File: config.mk
export PLATFORM = sky130hd
export DESIGN_NAME = sram_seg_bridge
export DESIGN_NICKNAME = d
export VERILOG_FILES = /design/src/rtl/sram_seg_bridge.sv
export SDC_FILE = /design/constraint.sdc
export NUM_CORES = 1
export LEC_CHECK = 0
export CAP_MARGIN = 20
export CORE_MARGIN = 2
export CORE_UTILIZATION = 40
export CTS_CLUSTER_DIAMETER = 150
export DETAILED_ROUTE_END_ITERATION = 8
export GPL_TIMING_DRIVEN = 0
export PLACE_DENSITY = 0.74
export SETUP_SLACK_MARGIN = 0.5
export SYNTH_ARGS = -nofsm -noshare
export SYNTH_HDL_FRONTEND = slang
export SYNTH_SLANG_ARGS = --single-unit
File: constraint.sdc
create_clock -name clk -period 1.9 [get_ports clk]
set_clock_uncertainty 0.05 [all_clocks]
set_input_delay 0.285 -clock clk [delete_from_list [all_inputs] [get_ports clk]]
set_output_delay 0.285 -clock clk [all_outputs]
set_load 0.02 [all_outputs]
File: src/rtl/sram_seg_bridge.sv
// Bridges 16-bit segmented SRAM requests onto two 2048x128 single-port macros (imem/dmem).
// Reads extract one slice; writes read-modify-write the whole word so neighbouring slices survive.
module sram_seg_bridge #(
    parameter int ADDR_W = 11,
    parameter int SEG_W  = 16,
    parameter int NSEG   = 8,
    parameter int RD_LAT = 1
) (
    input  logic                     clk,
    input  logic                     rst_n,
    input  logic                     sram_ren,
    input  logic                     sram_wen,
    input  logic [ADDR_W-1:0]        sram_addr,
    input  logic [$clog2(NSEG)-1:0]  sram_seg_sel,
    input  logic [SEG_W-1:0]         sram_wdata,
    output logic [SEG_W-1:0]         sram_rdata,
    output logic                     sram_ready,
    input  logic                     id_sel,
    output logic                     imem_ce,
    output logic                     dmem_ce,
    output logic                     mem_we,
    output logic [ADDR_W-1:0]        mem_addr,
    output logic [SEG_W*NSEG-1:0]    mem_wdata,
    input  logic [SEG_W*NSEG-1:0]    imem_rdata,
    input  logic [SEG_W*NSEG-1:0]    dmem_rdata,
    output logic                     busy,
    output logic                     err_both
);
    localparam int SEL_W  = $clog2(NSEG);
    localparam int WORD_W = SEG_W * NSEG;

    typedef enum logic [2:0] {IDLE, RD, WAIT, WR, DONE} state_t;

    state_t              state, state_nxt;
    logic [1:0]          cnt;
    logic [ADDR_W-1:0]   addr_q;
    logic [SEL_W-1:0]    seg_q;
    logic [SEG_W-1:0]    wdata_q;
    logic                id_q;
    logic                op_wr;
    logic [WORD_W-1:0]   word_q;
    logic [SEG_W-1:0]    rdata_q;
    logic                err_q;
    logic [WORD_W-1:0]   rd_word;
    logic [WORD_W-1:0]   merged;
    logic                req;
    logic                wait_last;

    assign req       = sram_ren | sram_wen;
    assign wait_last = (cnt == 2'd1);
    assign rd_word   = id_q ? imem_rdata : dmem_rdata;

    // Write word: latched slice replaces segment seg_q, all others pass through untouched.
    always_comb begin
        merged = word_q;
        for (int k = 0; k < NSEG; k++) begin
            if (seg_q == SEL_W'(k)) merged[k*SEG_W +: SEG_W] = wdata_q;
        end
    end

    always_ff @(posedge clk or negedge rst_n) begin
        if (!rst_n) begin
            state   <= IDLE;
            cnt     <= '0;
            addr_q  <= '0;
            seg_q   <= '0;
            wdata_q <= '0;
            id_q    <= 1'b0;
            op_wr   <= 1'b0;
            word_q  <= '0;
            rdata_q <= '0;
            err_q   <= 1'b0;
        end else begin
            state <= state_nxt;
            case (state)
                IDLE: if (req) begin
                    addr_q  <= sram_addr;
                    seg_q   <= sram_seg_sel;
                    wdata_q <= sram_wdata;
                    id_q    <= id_sel;
                    op_wr   <= sram_wen;
                    if (sram_ren && sram_wen) err_q <= 1'b1;
                end
                RD:   cnt <= 2'(RD_LAT);
                WAIT: begin
                    cnt <= cnt - 2'd1;
                    if (wait_last) begin
                        word_q <= rd_word;
                        if (!op_wr) rdata_q <= rd_word[seg_q*SEG_W +: SEG_W];
                    end
                end
                default: ;
            endcase
        end
    end

    always_comb begin
        state_nxt  = state;
        imem_ce    = 1'b0;
        dmem_ce    = 1'b0;
        mem_we     = 1'b0;
        mem_wdata  = '0;
        sram_ready = 1'b0;
        case (state)
            IDLE: if (req) state_nxt = RD;
            RD: begin
                imem_ce   = id_q;
                dmem_ce   = ~id_q;
                state_nxt = WAIT;
            end
            WAIT: if (wait_last) state_nxt = op_wr ? WR : DONE;
            WR: begin
                imem_ce   = id_q;
                dmem_ce   = ~id_q;
                mem_we    = 1'b1;
                mem_wdata = merged;
                state_nxt = DONE;
            end
            DONE: begin
                sram_ready = 1'b1;
                if (!sram_ren && !sram_wen) state_nxt = IDLE;
            end
            default: state_nxt = IDLE;
        endcase
    end

    assign mem_addr   = addr_q;
    assign sram_rdata = rdata_q;
    assign busy       = (state != IDLE);
    assign err_both   = err_q;

endmodule
Yosys cells after proc, flatten, opt, wreduce, memory -nomap -nowiden
Index checks and enable logic that the tools add are counted.
{"block": "classes", "add_sub_neg": 1, "reduce_logical": 14, "mul": 0, "n_lt_le_gt_ge": 0, "n_shift": 1, "n_bitwise": 3, "n_div": 0, "n_eq_ne": 15, "muxes": 20}
{"op": "128-bit 2-to-1 mux", "count": 2}
{"op": "16-bit 2-to-1 mux", "count": 8}
{"op": "128-bit by 8-bit variable part select with 16-bit output", "count": 1}
{"op": "3-bit == test, second input constant", "count": 5}
{"op": "3-bit one-hot mux with 5 select lines", "count": 1}
{"op": "3-bit by 2-bit == test with 1-bit output, second input constant", "count": 4}
{"op": "3-bit 2-to-1 mux", "count": 4}
{"op": "3-bit AND reduction", "count": 3}
{"op": "3-bit by 1-bit == test with 1-bit output, second input constant", "count": 2}
{"op": "3-bit zero test", "count": 2}
{"op": "2-bit inequality test, second input constant", "count": 3}
{"op": "1-bit 2-to-1 mux", "count": 4}
{"op": "2-bit one-hot mux with 2 select lines", "count": 1}
{"op": "2-bit AND reduction", "count": 2}
{"op": "3-bit nonzero test", "count": 1}
{"op": "2-bit by 1-bit == test with 1-bit output, second input constant", "count": 1}
{"op": "1-bit logical AND", "count": 2}
{"op": "1-bit zero test", "count": 2}
{"op": "1-bit inverter", "count": 2}
{"op": "2-bit nonzero test", "count": 1}
{"op": "2-bit OR reduction", "count": 1}
{"op": "2-bit by 1-bit subtractor with 2-bit output, second input constant", "count": 1}
{"op": "1-bit bitwise OR", "count": 1}
{"block": "totals", "ramBits": 0, "latch_bits": 0, "rom_bits": 0, "in_bits": 291, "mem_count": 0, "register_bits": 182}

Logic depth before layout (Yosys ltp)
{"block": "logic_depth", "word_depth": 4, "mapped_depth": 9, "ltp_nobuf": 6}

Least setup slack after synthesis
No wires, ideal clock.
{"block": "synth_path", "path_kind": "reg2out", "from": "register id_q", "to": "output dmem_ce", "path_slack_ns": -0.093, "t_required_ns": 1.565, "path_buffers": 5, "path_stages_with_launch": 7, "arrival_ns": 1.658, "path_cell_list": "dfrtp_1 > buf_6 > buf_6 > buf_4 > buf_6 > buf_4 > nor3b_1"}
{"block": "synth_via", "elab_chain_cells": 2}
{"element": "start: declaration", "line": "39", "source": "logic id_q;"}
{"element": "start signal: assignment", "line": "80", "source": "id_q <= id_sel;"}
{"element": "1-bit inverter", "line": "108, 114"}
{"element": "1-bit 2-to-1 mux"}
{"element": "end: declaration", "line": "20", "source": "output logic dmem_ce,"}
No other way between the ends.

Worst setup path in the final report
{"block": "layout_path", "from": "register state[2]", "to": "output mem_wdata[117]"}
{"block": "layout_via", "elab_chain_cells": 2}
{"element": "start: declaration", "line": "34", "source": "state_t state, state_nxt;"}
{"element": "start signal: assignment", "line": "74", "source": "state <= state_nxt;"}
{"element": "3-bit by 2-bit == test with 1-bit output", "line": "104", "source": "case (state)"}
{"element": "128-bit 2-to-1 mux", "line": "104"}
{"element": "end: declaration", "line": "23", "source": "output logic [SEG_W*NSEG-1:0] mem_wdata,"}
No other way between the ends.

==> metrics.md <==
| Metric | Value |
|---|---|
| Largest net degree at the start of global routing | 113 |
| IO Port Bufs | 451 |
| Library cells used by synthesis | 40 |
| Die height | 177 microns |
| Clock latency on the worst-skew pair | 0.46 ns |
| Crit Reg-Reg Endpoint | sram_rdata[11]$_DFFE_PN0P_ |
| Worst Setup Slack, final | -0.586 ns |
| Die footprint | 31500 sq um |
| Failing checks | hold timing, setup timing |
| Fin. Hold Viols | 70 |
| GR Overflow Total | 0 |
| Global-route wire length before repair | approximately 93000 microns |
| Register-to-Register Setup Slack | -0.28 ns |
| Residual DRC count | 0 |
| Mapped Nets | 1588 |
| Post-synth EDFFs | 0 |
| Adder-cell area share of the yosys netlist | less than 1% |
| DR vias/cell | 6.54 |
| Clock sinks | 182 |
| Core box area | 29600 sq um |
| Largest family of logic cells by synthesized area | multiplexers |
| Clock buffer depth | 2 |
| Cell Count, Final, Fillers Out | 2334 |
| Number of global-route vias before repair | 14300 |
| Width of the die | approximately 180 microns |
| CTS clk-pin slew, worst paths | 0.09 ns |
| P_leak | 0.0107 uW |
| Worst vdd ir | between 1 and 1.5 mV |
| Critical path's slowest cell | dfrtp_1 |
| Ys Warns | 0 |
| GPL Wtd Cong | between 0.9 and 1 |
| Slew @ Worst Pin | 0.836 ns |
| Synth-to-Final Area Change | 114% |
| Via count | 15300 |
| Post-synthesis compound-gate area fraction | roughly an eighth |
| Final nets | 2220 |
| Post-Synthesis Cells | around 1300 |
| Hold Slack | -0.287 ns |
| Critical path class | flip-flop to primary output |
| CP peak stage delay | around 0.38 ns |
| HP Class | input pin to asynchronous set/reset pin |
| Routed WL | 75500 microns |
| Row count | 63 |
| Post-synthesis sequential area ratio | 37.8% |
| Post-synth top flop | dfrtp_1 |
| Count leader, synth | a21oi_1 |
| Share of layout cells above drive strength 1 | 59.0% |
| Root buffer cell | clkbuf_16 |
| H-tree depth | 4 |
| Status | finished, violations left |
| Routed Antenna Nets | 0 |
| Final Slew Violations | 0 |
| CTS tree | done |
| Total track usage | 40.9% |
| Initial DRC count | 1662 |
| Post-synth top area share | 37.8% |
| Async SR Flop Fraction | 100% |
| Required @ worst endpoint | 1.56 ns |
| Post-Synth Simple-Gate Area | ~14% |
| Post-synthesis mux area share | 29.4% |
| # setup viols final | 207 |
| Routed WL per cell | 32.3 microns |
| DP Cell Count | 2138 |
| Num CTS Buffers | 17 |
| Crit-path most repeated cell | buf_6 |
| Worst R2R Start | seg_q[1]$_DFFE_PN0P_ |
| Synthesized area | 12000 sq um |
| Post-synth top cells | a21oi_1 (275), nand2_1 (263), dfrtp_1 (182) |
| Pwr Density | 1810 nW/um^2 |
| RSZ-0062 raised after global routing | yes |
| Largest cells by area after synthesis | dfrtp_1 (38%), mux2i_1 (12%), a21oi_1 (11%) |
| Mean Syn Cell Area | around 9.3 sq um |
| Highest Clock Rate | 0.402 GHz |
| R2R depth | 9 |
| Xor and xnor area share after synthesis | 0% |
| Antenna violations before repair | 6 |
| Util after Layout | 86.7% |
| Leading area contributor after synthesis | dfrtp_1 |
| Crit path cell chain | buf_6 > and2b_2 > nand2_8 > clkbuf_16 > buf_6 > buf_16 > a21oi_4 > buf_6 |
| Worst EP arrival | 2.15 ns |
| Initial core utilization | 40.6% |
| Worst Path Max Fanout | 6 |
| MaxCap Viol Count | 0 |
| Crit start category | flip-flop |
| Tcrit/Tclk final | 131% |
| Tmin final | 2.49 ns |
| Critical path endpoint category | primary output |
| Final HPWL DP | 44100 microns |
| Fin Setup TNS | -71.56 ns |
| First-pass DRT Iterations | 6 |
| I/O pin count | ~450 |
| Normalized max-slew margin | 44.2% |
| #FFs+latches synth | 182 |
## placed cells by master (no fill, tap or decap), drive strengths merged, types with 4 or more instances in the layout
cell           count
clkinv             7
dfrtp            182
nand2            263
mux4              64
inv               10
buf              356
mux2              47
clkdlybuf4s50    289
mux2i            145
o22ai             17
a21oi            275
clkbuf           114
and2               4
nor2             139
## power by group
part | switching, uW | leakage (uW) | total (uW) | internal (uW)
registers | 1740 | 0.00197 | 7430 | 5690
logic | 18600 | 0.00838 | 35200 | 16700
clock network | 2040 | 0.000303 | 3970 | 1930
total | 22300 | 0.0107 | 46600 | 24300
## how the worst max path moves through the flow
stage | from | to | slack [ns] | cells past startpoint
after global placement | rst_n | word_q[12]$_DFFE_PN0P_ | -7.44 | 1
after detailed placement | seg_q[0]$_DFFE_PN0P_ | mem_wdata[45] | -0.82 | 7
after global routing | seg_q[1]$_DFFE_PN0P_ | mem_wdata[1] | -0.59 | 8
final | state[2]$_DFFE_PN0P_ | mem_wdata[117] | -0.59 | 8
after CTS | seg_q[2]$_DFFE_PN0P_ | mem_wdata[59] | -0.51 | 8
after floorplan | state[2]$_DFFE_PN0P_ | mem_wdata[100] | 0.19 | 6
## per-layer routing
metal,global-route usage [%],routed length [microns],vias up
li1,-,-,5862
met1,53.3,26500,7619
met5,0,13,-
met4,19.6,6160,2
met2,64.3,33900,1385
met3,9.38,8900,390
## timing repair
item | CTS | global route
gates resized for setup | 1287 | 613
pin swaps | 56 | 107
setup buffers | 51 | 50
endpoints found under the hold margin | 70 | 70
gates cloned | 37 | 23
setup endpoints to repair | 336 | 338
## cells by family (layout without fill, tap and decap cells)
group	count (synthesis)	after routing
adders and majority gates	1	1
and+or+nand+nor	425	425
other	0	3
DFF	182	182
buffers and inverters	134	779
muxes	256	256
AOI/OAI and AO/OA	298	298
## state kept, by name, indices dropped and copies added (netlist names)
signal,cells
word_q,128
sram_rdata,16
wdata_q,16
mem_addr,11
seg_q,3
state,3
cnt,2
err_both,1
id_q,1
op_wr,1
## final cells by class
type | instances | area [sq um]
clock inverter | 15 | 206
clock buffer | 17 | 425
inverter | 4 | 20.0
tap | 390 | 488
buffer | 130 | 2100
multi-input combinational | 980 | 10700
timing repair buffer | 613 | 7170
antenna | 3 | 7.51
sequential | 182 | 4560
fill | 1338 | 3930
## critical path, delay by kind of cell, from the launching register on
family                 cells  cell delay, ns
buffers and inverters      5            0.75
AND/OR/NAND/NOR            2            0.38
AO/OA/AOI/OAI              1            0.17
flip-flops                 1            0.38
## metrics by stage
| step | power [uW] | area (sq um) | setup WS (ns) |
|---|---|---|---|
| after floorplan | 20800 | 14000 | 0.192 |
| after global placement | 28000 | 19000 | -7.44 |
| after detailed placement | 28400 | 19100 | -0.819 |
| after CTS | 38900 | 22800 | -0.507 |
| after global routing | 47500 | 25700 | -0.594 |
| final | 46600 | 25700 | -0.586 |
Power figures use the tool's default switching activity.
